==> config.mk <==
export PLATFORM = sky130hd
export DESIGN_NAME = mdio_master
export DESIGN_NICKNAME = d
export VERILOG_FILES = /design/src/rtl/mdio_master.sv
export SDC_FILE = /design/constraint.sdc
export NUM_CORES = 1
export LEC_CHECK = 0
export BUFFER_PORTS_ARGS = -buffer_cell sky130_fd_sc_hd__buf_2
export CAP_MARGIN = 20
export CORE_UTILIZATION = 44
export DETAILED_ROUTE_END_ITERATION = 12
export PLACE_DENSITY = 0.72
export SLEW_MARGIN = 40
export SYNTH_ARGS = -nofsm -noshare
export SYNTH_HDL_FRONTEND = slang
export SYNTH_SLANG_ARGS = --single-unit
==> constraint.sdc <==
create_clock -name clk -period 2.3 [get_ports clk]
set_input_delay 0.23 -clock clk [delete_from_list [all_inputs] [get_ports clk]]
set_output_delay 0.23 -clock clk [all_outputs]
set_load 0.1 [all_outputs]
==> src/rtl/mdio_master.sv <==
// ============================================================================
// mdio_master : host/poll command sequencer in front of the MDIO shift engine
// Rev 1.0
// ============================================================================
`default_nettype none

module mdio_master #(
    parameter logic [4:0]  PHYADDR       = 5'd1,
    parameter logic [4:0]  STATUS_REG    = 5'd1,
    parameter int unsigned POLL_INTERVAL = 1000000
) (
    input  logic        clk,
    input  logic        rst,
    input  logic        cmd_valid,
    output logic        cmd_ready,
    input  logic        cmd_write,
    input  logic [4:0]  cmd_reg,
    input  logic [15:0] cmd_wdata,
    output logic        rsp_valid,
    output logic [15:0] rsp_rdata,
    input  logic        poll_en,
    output logic [15:0] status_reg,
    output logic        link_up,
    output logic        link_change,
    output logic [4:0]  sh_phyaddr,
    output logic [4:0]  sh_regaddr,
    output logic [15:0] sh_wdata,
    output logic [1:0]  sh_op,
    output logic        sh_start,
    input  logic        sh_ready,
    input  logic [15:0] sh_rdata
);

    localparam logic [1:0]  OP_WRITE  = 2'b01;
    localparam logic [1:0]  OP_READ   = 2'b10;
    localparam logic [23:0] POLL_LAST = 24'(POLL_INTERVAL - 1);

    typedef enum logic [2:0] {
        S_IDLE      = 3'd0,
        S_ISSUE     = 3'd1,
        S_WAIT_BUSY = 3'd2,
        S_WAIT_DONE = 3'd3,
        S_DONE      = 3'd4
    } state_t;

    state_t      state_q, state_d;
    logic        src_poll_q, src_poll_d;
    logic [4:0]  phyaddr_q;
    logic [4:0]  regaddr_q, regaddr_d;
    logic [15:0] wdata_q, wdata_d;
    logic [1:0]  op_q, op_d;
    logic        rsp_valid_q, rsp_valid_d;
    logic [15:0] rsp_rdata_q, rsp_rdata_d;
    logic [15:0] status_q, status_d;
    logic        link_up_q, link_up_d;
    logic        link_change_q, link_change_d;
    logic [23:0] poll_cnt_q, poll_cnt_d;
    logic        poll_pend_q, poll_pend_d;

    logic        w_accept;
    logic        w_done;
    logic        w_wrap;

    assign cmd_ready = (state_q == S_IDLE) && sh_ready && rst;
    assign w_accept  = cmd_valid && cmd_ready;
    assign w_done    = (state_q == S_WAIT_DONE) && sh_ready;
    assign w_wrap    = poll_en && (poll_cnt_q == POLL_LAST);

    always_comb begin
        state_d    = state_q;
        src_poll_d = src_poll_q;
        regaddr_d  = regaddr_q;
        wdata_d    = wdata_q;
        op_d       = op_q;
        case (state_q)
            S_IDLE: begin
                if (w_accept) begin
                    src_poll_d = 1'b0;
                    regaddr_d  = cmd_reg;
                    wdata_d    = cmd_wdata;
                    op_d       = cmd_write ? OP_WRITE : OP_READ;
                    state_d    = S_ISSUE;
                end else if (sh_ready && poll_pend_q) begin
                    src_poll_d = 1'b1;
                    regaddr_d  = STATUS_REG;
                    op_d       = OP_READ;
                    state_d    = S_ISSUE;
                end
            end
            S_ISSUE:     state_d = S_WAIT_BUSY;
            S_WAIT_BUSY: if (!sh_ready) state_d = S_WAIT_DONE;
            S_WAIT_DONE: if (sh_ready) state_d = S_DONE;
            S_DONE:      state_d = S_IDLE;
            default:     state_d = S_IDLE;
        endcase
    end

    // Completion outputs are registered on the capture edge so they are all valid during DONE.
    always_comb begin
        rsp_valid_d   = w_done && !src_poll_q;
        rsp_rdata_d   = (w_done && !src_poll_q && (op_q == OP_READ)) ? sh_rdata : rsp_rdata_q;
        status_d      = (w_done && src_poll_q) ? sh_rdata : status_q;
        link_up_d     = (w_done && src_poll_q) ? sh_rdata[2] : link_up_q;
        link_change_d = w_done && src_poll_q && (sh_rdata[2] != link_up_q);
    end

    // A timer wrap in the same cycle as the poll issue keeps the pending flag set.
    always_comb begin
        poll_cnt_d  = poll_cnt_q + 24'd1;
        poll_pend_d = poll_pend_q;
        if (!poll_en) begin
            poll_cnt_d  = 24'd0;
            poll_pend_d = 1'b0;
        end else if (w_wrap) begin
            poll_cnt_d  = 24'd0;
            poll_pend_d = 1'b1;
        end else if ((state_q == S_ISSUE) && src_poll_q) begin
            poll_pend_d = 1'b0;
        end
    end

    always_ff @(posedge clk) begin
        if (!rst) begin
            state_q       <= S_IDLE;
            src_poll_q    <= 1'b0;
            phyaddr_q     <= PHYADDR;
            regaddr_q     <= 5'd0;
            wdata_q       <= 16'd0;
            op_q          <= 2'b00;
            rsp_valid_q   <= 1'b0;
            rsp_rdata_q   <= 16'd0;
            status_q      <= 16'd0;
            link_up_q     <= 1'b0;
            link_change_q <= 1'b0;
            poll_cnt_q    <= 24'd0;
            poll_pend_q   <= 1'b0;
        end else begin
            state_q       <= state_d;
            src_poll_q    <= src_poll_d;
            phyaddr_q     <= PHYADDR;
            regaddr_q     <= regaddr_d;
            wdata_q       <= wdata_d;
            op_q          <= op_d;
            rsp_valid_q   <= rsp_valid_d;
            rsp_rdata_q   <= rsp_rdata_d;
            status_q      <= status_d;
            link_up_q     <= link_up_d;
            link_change_q <= link_change_d;
            poll_cnt_q    <= poll_cnt_d;
            poll_pend_q   <= poll_pend_d;
        end
    end

    assign sh_start    = (state_q == S_ISSUE);
    assign sh_phyaddr  = phyaddr_q;
    assign sh_regaddr  = regaddr_q;
    assign sh_wdata    = wdata_q;
    assign sh_op       = op_q;
    assign rsp_valid   = rsp_valid_q;
    assign rsp_rdata   = rsp_rdata_q;
    assign status_reg  = status_q;
    assign link_up     = link_up_q;
    assign link_change = link_change_q;

endmodule

`default_nettype wire

==> out/results.ini, run 1 <==
[timing]
setup-tns-final_ps=0
relSlewSlack=0.5814
fmax_mhz=487.2
period_needed_ps=2053
finalHoldViolCount=0
finalMaxSlewViolations=0
tightest_slew_ps=621.3
finalSetupViolCount=0
finalClockSkew_ps=10.56
rsz0062_at_grt=no
holdWs_ps=71.43
min_period_over_period=0.8924

[route]
drc_errors=0
routed_via_density=5.039
wire_per_inst_um=12.88
num_vias=2983
wl_met3_um=504
routed_wl_um=7624
drtIter0Drc=122
met2WireLength_um=3389
wl_met1_um=3587
highest_layer=met5
route.antenna.remaining_nets=0
dr.pass1.iters=4

[floorplanning]
ios=108
fp-row-count=32
fp.coreArea_sq_mm=0.007767
dieArea_sq_mm=0.008457
die_x_um=91.96
start_util=0.4584
fp.dieH_um=91.96

[global_route]
grt-ovfl-total=0
antenna_found_initial=1
grt_pass1_vias=2721
grt_first_pass_wirelength_um=12590
grt_max_degree=49
track_usage=0.1864

[placement]
globalplace.congestion=0.8484
dp_hpwl_um=5554
io_buffers=102

[min_path]
min_from=cmd_write
hold_path.class=input pin to flop
holdPathStages=2

[outcome]
status=completed

[critical_path]
end_kind=output pin
worstPathMaxFanout=6
cp-startpoint=state_q[2]
crit_required_ps=2070
critical_path_arrival_ps=1820
r2r-start=poll_cnt_q[0]
startpoint_type=flop
r2r_cells=5
crit_type=flop to output pin

[cts]
ctsHoldBuffers=0
htree_levels=3
root_buffer=clkbuf_8
cts_resized=0
cts-buffers-inserted=9
cts_setup_buffers=0
cts_tree=built
cts_buffer_depth=2
path_clk_slew_ps=90
clkLatencyLatePin_ps=360
cts_sinks=86

[synthesis]
synth_cell_types=48
yosysWarnings=0
syn_inst=387
syn_area_sq_mm=0.003561
ys.flop_type=dfxtp_1
synth_edf_count=0
ys_ff_latch=86
seq_area_frac_synth=0.4835
avgSynthCellArea_sq_um=9.201
async_flop_share=0

[cells_and_area]
area_growth_pct=21.40
regMostFlops=poll_cnt_q
largest_reg_flops=24
drive_above_1_share=0.2755
final_cell_mix=buf_2 (102), dfxtp_1 (86), nand2_1 (75)
n_antenna_cell=0
layout_commonest_cell=buf_2
nNetsFinal=529

[power_and_ir_drop]
p_per_area_mw_per_mm2=651.3
irDropWorstVdd_mv=0.4076
leakage_nw=1.734

[job]
max_cap_viol_count=0

-- cell usage after synthesis (6+ instances only) --
library cell,instances,area share
xor2_1,7,0.017
mux2i_1,16,0.045
nand2_1,75,0.079
a21oi_1,11,0.015
buf_4,7,0.015
clkbuf_1,14,0.015
o21ai_0,6,0.0084
nor2_1,19,0.020
xnor2_1,6,0.015
nand3_1,9,0.013
dfxtp_1,86,0.48
a21boi_0,26,0.055
and3_1,7,0.012
a21boi_1,6,0.013
nor2b_1,22,0.039
-- logic make-up after synthesis --
logic type / count (synthesis) / synth area share
compound gates: 68 / 0.1342
fa+ha+maj: 1 / 0.003513
xor+xnor: 13 / 0.03197
flops: 86 / 0.4835
buf+inv: 27 / 0.03935
mux: 16 / 0.04497
other cells: 2 / 0.002109
simple gates: 174 / 0.2604
-- metrics by stage --
stage / total power, mW / utilization / setup WS, ps / instance area [sq um] / std cells
final: 2.816 / 0.5565 / 247.5 / 4323 / 592
after global routing: 2.926 / 0.5565 / 141.7 / 4323 / 592
after CTS: 2.857 / 0.5565 / 224.9 / 4323 / 592
after detailed placement: 1.857 / 0.5322 / 364.2 / 4134 / 576
after global placement: 1.854 / 0.5322 / 471.7 / 4134 / 576
after floorplan: 1.786 / - / 140.2 / 3572 / 390
-- path summary, 6_finish.rpt --
check | end | slack [ps]
min reg2reg | sh_wdata[0] | 450
max | cmd_ready | 250
max reg2reg | poll_cnt_q[22] | 360
min | sh_op[1] | 70
-- report_power, final --
group / switching, mW / internal, mW
combinational: 0.227 / 0.0740
clock: 0.558 / 0.437
sequential: 0.0129 / 1.51
total: 0.798 / 2.02
-- critical path, cell delays in order, from the launching register on --
cell	delay, ps
dfxtp_1	390
nor4b_2	440
and2_1	210
buf_2	430
-- routing by layer --
layer,track usage,vias up
met5,0,-
met4,0.08333,2
met3,0.05473,14
met2,0.2942,96
met1,0.2350,1357
li1,-,1514
-- area by class of cell --
| cell class | instances | area, sq um |
|---|---|---|
| multi-input cells | 277 | 1710 |
| clock buffers | 10 | 137.6 |
| flip-flops and latches | 86 | 1722 |
| well taps | 102 | 127.6 |
| repair buffers | 110 | 570.5 |
| inverters | 1 | 3.754 |
| fillers | 722 | 3445 |
| clock inverters | 6 | 51.30 |
Note: power is estimated with default switching activity, not from simulation.
==> inputs of run 2 (changes only) <==
- REMOVE_ABC_BUFFERS: default -> 1
==> run 2 against run 1 <==
Effect of this change: sequential share of layout area up 0.10 points; setup slack better by 9.3 ps; critical path depth unchanged; clock power about the same; non-clock buffer count down 1; combinational power about the same; global-route usage down 0.22 points; sequential cell count unchanged; clock skew down 2.0 ps; critical endpoint unchanged; highest routed layer is now met4.
==> out/results.ini, run 2 (synthesis results as in run 1) <==
[outcome]
status=completed

[cts]
htree_levels=3  ; unchanged
cts_buffer_depth=2  ; unchanged
cts_tree=built
cts_setup_buffers=0  ; unchanged
clkLatencyLatePin_ps=350  ; about the same
cts_sinks=86  ; unchanged
root_buffer=clkbuf_8
cts-buffers-inserted=9  ; unchanged
ctsHoldBuffers=0  ; unchanged
path_clk_slew_ps=80  ; about the same
cts_resized=0  ; unchanged

[timing]
finalSetupViolCount=0  ; unchanged
finalClockSkew_ps=8.533  ; -2.030 ps
finalWorstSetupSlack_ps=256.8  ; +9.309 ps
relSlewSlack=0.5586  ; -0.02282
tightest_slew_ps=655.2  ; +33.88 ps
min_period_over_period=0.8884  ; -0.004047
fmax_mhz=489.4  ; +0.46%
finalMaxSlewViolations=0  ; unchanged
rsz0062_at_grt=no
period_needed_ps=2043  ; -9.309 ps
holdWs_ps=63.29  ; -8.146 ps
finalHoldViolCount=0  ; unchanged

[critical_path]
reg2reg_slack_ps=400  ; +40 ps
startpoint_type=flop
timing.rr.end=poll_cnt_q[18]
r2r_cells=4  ; -1
critical_path_arrival_ps=1810  ; about the same
crit_type=flop to output pin
crit_required_ps=2070  ; about the same
worstPathMaxFanout=6  ; unchanged
r2r-start=poll_cnt_q[8]
end_kind=output pin

[power_and_ir_drop]
irDropWorstVdd_mv=0.2288  ; -44%
finalPower_mw=2.840  ; +0.86%
leakage_nw=1.730  ; -0.22%
p_per_area_mw_per_mm2=658.7  ; +1.1%

[floorplanning]
fp-row-count=32  ; unchanged
start_util=0.4584  ; unchanged
dieArea_sq_mm=0.008457  ; unchanged
fp.dieH_um=91.96  ; unchanged
ios=108  ; unchanged
die_x_um=91.96  ; unchanged
fp.coreArea_sq_mm=0.007767  ; unchanged

[global_route]
track_usage=0.1842  ; -0.002215
grt_first_pass_wirelength_um=12380  ; -1.7%
grt_max_degree=34  ; -31%
antenna_found_initial=0  ; -1
grt_pass1_vias=2712  ; -0.33%
grt-ovfl-total=0  ; unchanged

[cells_and_area]
regMostFlops=poll_cnt_q
drive_above_1_share=0.2725  ; -0.002969
layout_commonest_cell=buf_2
utilization=0.5551  ; -0.001450
area_growth_pct=21.08
largest_reg_flops=24  ; unchanged
nNetsFinal=528  ; -0.19%
final_cell_mix=buf_2 (102), dfxtp_1 (86), nand2_1 (75)
n_antenna_cell=0  ; unchanged

[route]
drc_errors=0  ; unchanged
drtIter0Drc=78  ; -36%
wire_per_inst_um=12.86  ; -0.12%
dr.pass1.iters=4  ; unchanged
routed_wl_um=7589  ; -0.46%
routed_via_density=5.014  ; -0.50%
route.antenna.remaining_nets=0  ; unchanged
num_vias=2958  ; -0.84%

[placement]
io_buffers=102  ; unchanged
dp_hpwl_um=5528  ; -0.46%
globalplace.congestion=0.8443  ; -0.48%
dp_worst_setup_slack_ps=408.2  ; +44.09 ps

[min_path]
holdPathStages=2  ; unchanged
worstHoldEndpoint=sh_op[1]
hold_path.class=input pin to flop
min_from=cmd_write

[job]
max_cap_viol_count=0  ; unchanged

==> run 2: cell count changes in the layout (fill, tap and decap cells not counted), sizes merged <==
cell,before,now
inv,4,2
clkinv,2,3
buf,110,109
bufinv,0,1
clkbuf,10,9
==> run 2: area by class of cell <==
class,instances,area (sq um)
clock inverter,6,61.31
clock buffer,9,123.9
tap,102,127.6
timing repair buffer,109,563.0
fill,701,3456
inverter,1,3.754
sequential,86,1722
multi-input combinational,277,1710
==> run 2: worst max-delay path by stage <==
stage / from / end / slack, ps / depth (start not counted)
CTS: state_q[2] / cmd_ready / 240 / 3
global route: state_q[2] / cmd_ready / 180 / 3
detailed placement: poll_cnt_q[8] / poll_cnt_q[18] / 410 / 4
global placement: poll_cnt_q[0] / poll_cnt_q[22] / 470 / 5
floorplan: sh_op[1] / rsp_rdata[0] / -90 / 4
finish: state_q[2] / cmd_ready / 260 / 3
==> run 2: through the flow <==
stage | setup TNS [ps] | cell area, sq um | std cells
global route | 0 | 4312 | 590
detailed placement | 0 | 4126 | 575
CTS | 0 | 4312 | 590
finish | 0 | 4312 | 590
global placement | 0 | 4126 | 575
floorplan | -1419 | 3436 | 364
==> run 2: worst max-delay path: stages, from the launching register on <==
cell	delay [ps]
dfxtp_1	380
nor4b_2	460
and2_1	200
buf_2	420
==> run 2: report_power, final <==
group	internal, mW	total, mW	leakage, nW	switching [mW]
registers	1.51	1.52	0.694	0.0129
logic	0.0738	0.301	0.940	0.228
clock network	0.494	1.02	0.0953	0.525
==> run 2: per-layer routing <==
layer / vias to the layer above / wire length, um / GRT usage
met3: 12 / 438 / 0.05141
met1: 1345 / 3465 / 0.2232
met2: 90 / 3558 / 0.3029
li1: 1511 / - / -
met5: - / 0 / 0
met4: 0 / 127 / 0.08333
==> inputs of run 3 (changes only) <==
==> constraint.sdc (replaced) <==
create_clock -name clk -period 2.3 [get_ports clk]
set_input_delay 0 -clock clk [delete_from_list [all_inputs] [get_ports clk]]
set_output_delay 0 -clock clk [all_outputs]
set_load 0.1 [all_outputs]
==> run 3 against run 2 <==
Effect of this change: register-to-register slack worse by 30 ps; sequential share of layout area fell by 3.4 points; clock skew grew 2.1 ps; highest routed layer unchanged; via count rose by 7.0%; critical path type is now flop to flop; non-clock buffer count is 38 higher; combinational power increased by 19%.
==> out/results.ini, run 3 (synthesis results as in run 1) <==
[outcome]
status=completed

[route]
num_vias=3166  ; +7.0%
route.antenna.remaining_nets=0  ; unchanged
dr.pass1.iters=4  ; unchanged
wire_per_inst_um=13.57  ; +5.5%
drtIter0Drc=125  ; +60%
routed_via_density=5.041  ; +0.56%
routed_wl_um=8523  ; +12%
drc_errors=0  ; unchanged

[cells_and_area]
nNetsFinal=566  ; +7.2%
utilization=0.6074  ; +0.05235
layout_commonest_cell=buf_2
regMostFlops=poll_cnt_q
seqCellArea_sq_mm=0.001722  ; unchanged
final_cell_mix=buf_2 (102), dfxtp_1 (86), nand2_1 (75)
largest_reg_flops=24  ; unchanged
n_antenna_cell=0  ; unchanged
multi_input_area_sq_mm=0.001710  ; unchanged
area_growth_pct=32.50
drive_above_1_share=0.2529  ; -0.01969
fillers=670  ; -4.4%

[cts]
cts_tree=built
clkLatencyLatePin_ps=350  ; about the same
cts-buffers-inserted=9  ; unchanged
cts_sinks=86  ; unchanged
path_clk_slew_ps=80  ; about the same
htree_levels=3  ; unchanged
cts_buffer_depth=2  ; unchanged
cts_setup_buffers=0  ; unchanged
cts_resized=0  ; unchanged
root_buffer=clkbuf_8

[timing]
min_period_over_period=0.8373  ; -0.05106
period_needed_ps=1926  ; -117.4 ps
holdWs_ps=29.89  ; -33.40 ps
finalWorstSetupSlack_ps=374.2  ; +117.4 ps
finalHoldViolCount=0  ; unchanged
relSlewSlack=0.5769  ; +0.01835
finalClockSkew_ps=10.63  ; +2.099 ps
setup-tns-final_ps=0  ; unchanged
finalSetupViolCount=0  ; unchanged
finalMaxSlewViolations=0  ; unchanged
tightest_slew_ps=627.9  ; -27.23 ps
fmax_mhz=519.3  ; +6.1%
rsz0062_at_grt=no

[floorplanning]
ios=108  ; unchanged
start_util=0.4584  ; unchanged
fp.dieH_um=91.96  ; unchanged
fp.coreArea_sq_mm=0.007767  ; unchanged
fp-row-count=32  ; unchanged
die_x_um=91.96  ; unchanged
dieArea_sq_mm=0.008457  ; unchanged

[critical_path]
timing.rr.end=poll_cnt_q[14]
end_kind=flop
r2r_cells=5  ; +1
crit_type=flop to flop
critical_path_arrival_ps=2210  ; +400 ps
cp-startpoint=poll_cnt_q[0]
reg2reg_slack_ps=370  ; -30 ps
startpoint_type=flop
r2r-start=poll_cnt_q[0]
worstPathMaxFanout=9  ; +3
endpoint=poll_cnt_q[14]
crit_required_ps=2580  ; +510 ps

[power_and_ir_drop]
irDropWorstVdd_mv=0.3772  ; +65%
p_per_area_mw_per_mm2=637.5  ; -3.2%
finalPower_mw=3.008  ; +5.9%
leakage_nw=1.902  ; +10%

[min_path]
min_from=sh_ready
hold_path.class=input pin to flop

[placement]
dp_worst_setup_slack_ps=396.7  ; -11.57 ps
dp_hpwl_um=5510  ; -0.32%
io_buffers=102  ; unchanged
globalplace.congestion=0.8582  ; +1.6%

[global_route]
grt_pass1_vias=3005  ; +11%
grt_first_pass_wirelength_um=13940  ; +13%
grt-ovfl-total=0  ; unchanged
track_usage=0.2045  ; +0.02032
grt_max_degree=64  ; +88%
antenna_found_initial=0  ; unchanged

[job]
max_cap_viol_count=0  ; unchanged

==> run 3: changes by cell type in the layout (fill, tap and decap cells not counted), sizes merged <==
cell	previous run	this run
bufinv	1	2
clkinv	3	4
clkinvlp	1	0
dlygate4sd3	0	38
inv	2	1
==> run 3: layout make-up <==
class	count	area share
inverter	1	0.0007955
clock inverter	6	0.01856
sequential	86	0.3649
clock buffer	9	0.02625
multi-input combinational	277	0.3625
tap	102	0.02705
timing repair buffer	147	0.1999
==> run 3: repair_timing <==
action                                 in CTS  in global routing
setup endpoints to repair                   0                  0
hold buffers                               38                  0
endpoints found under the hold margin      55                  0
==> run 3: worst min-delay path by stage <==
stage               slack, ps          end  cells past startpoint
detailed placement        210     sh_op[1]                      2
global placement          190     sh_op[1]                      2
finish                     30   state_q[2]                      3
CTS                        20  poll_pend_q                      3
global route               40   state_q[2]                      3
floorplan                  90     sh_op[1]                      1
==> run 3: stage by stage <==
| step | cells | area (sq um) |
|---|---|---|
| final | 628 | 4718 |
| after global routing | 628 | 4718 |
| after CTS | 628 | 4718 |
| after detailed placement | 575 | 4126 |
| after global placement | 575 | 4126 |
| after floorplan | 364 | 3436 |
==> run 3: routing by layer <==
layer	share of wire	global-route usage	up-vias
li1	-	-	1588
met5	0	0	-
met1	0.43	0.2342	1458
met3	0.054	0.04312	20
met2	0.49	0.3663	100
met4	0.023	0.08594	0
==> run 3: power by group <==
part           total, mW  internal [mW]  switching, mW  leakage (nW)
combinational      0.357          0.116          0.240          1.10
clock               1.13          0.606          0.526         0.109
sequential          1.52           1.51         0.0135         0.694
==> run 3: critical path: stages, from the launching register on <==
cell and delay (ps):
dfxtp_1 390, ha_1 320, nand4_4 190, or2_1 330, or4_1 480, a21oi_1 150
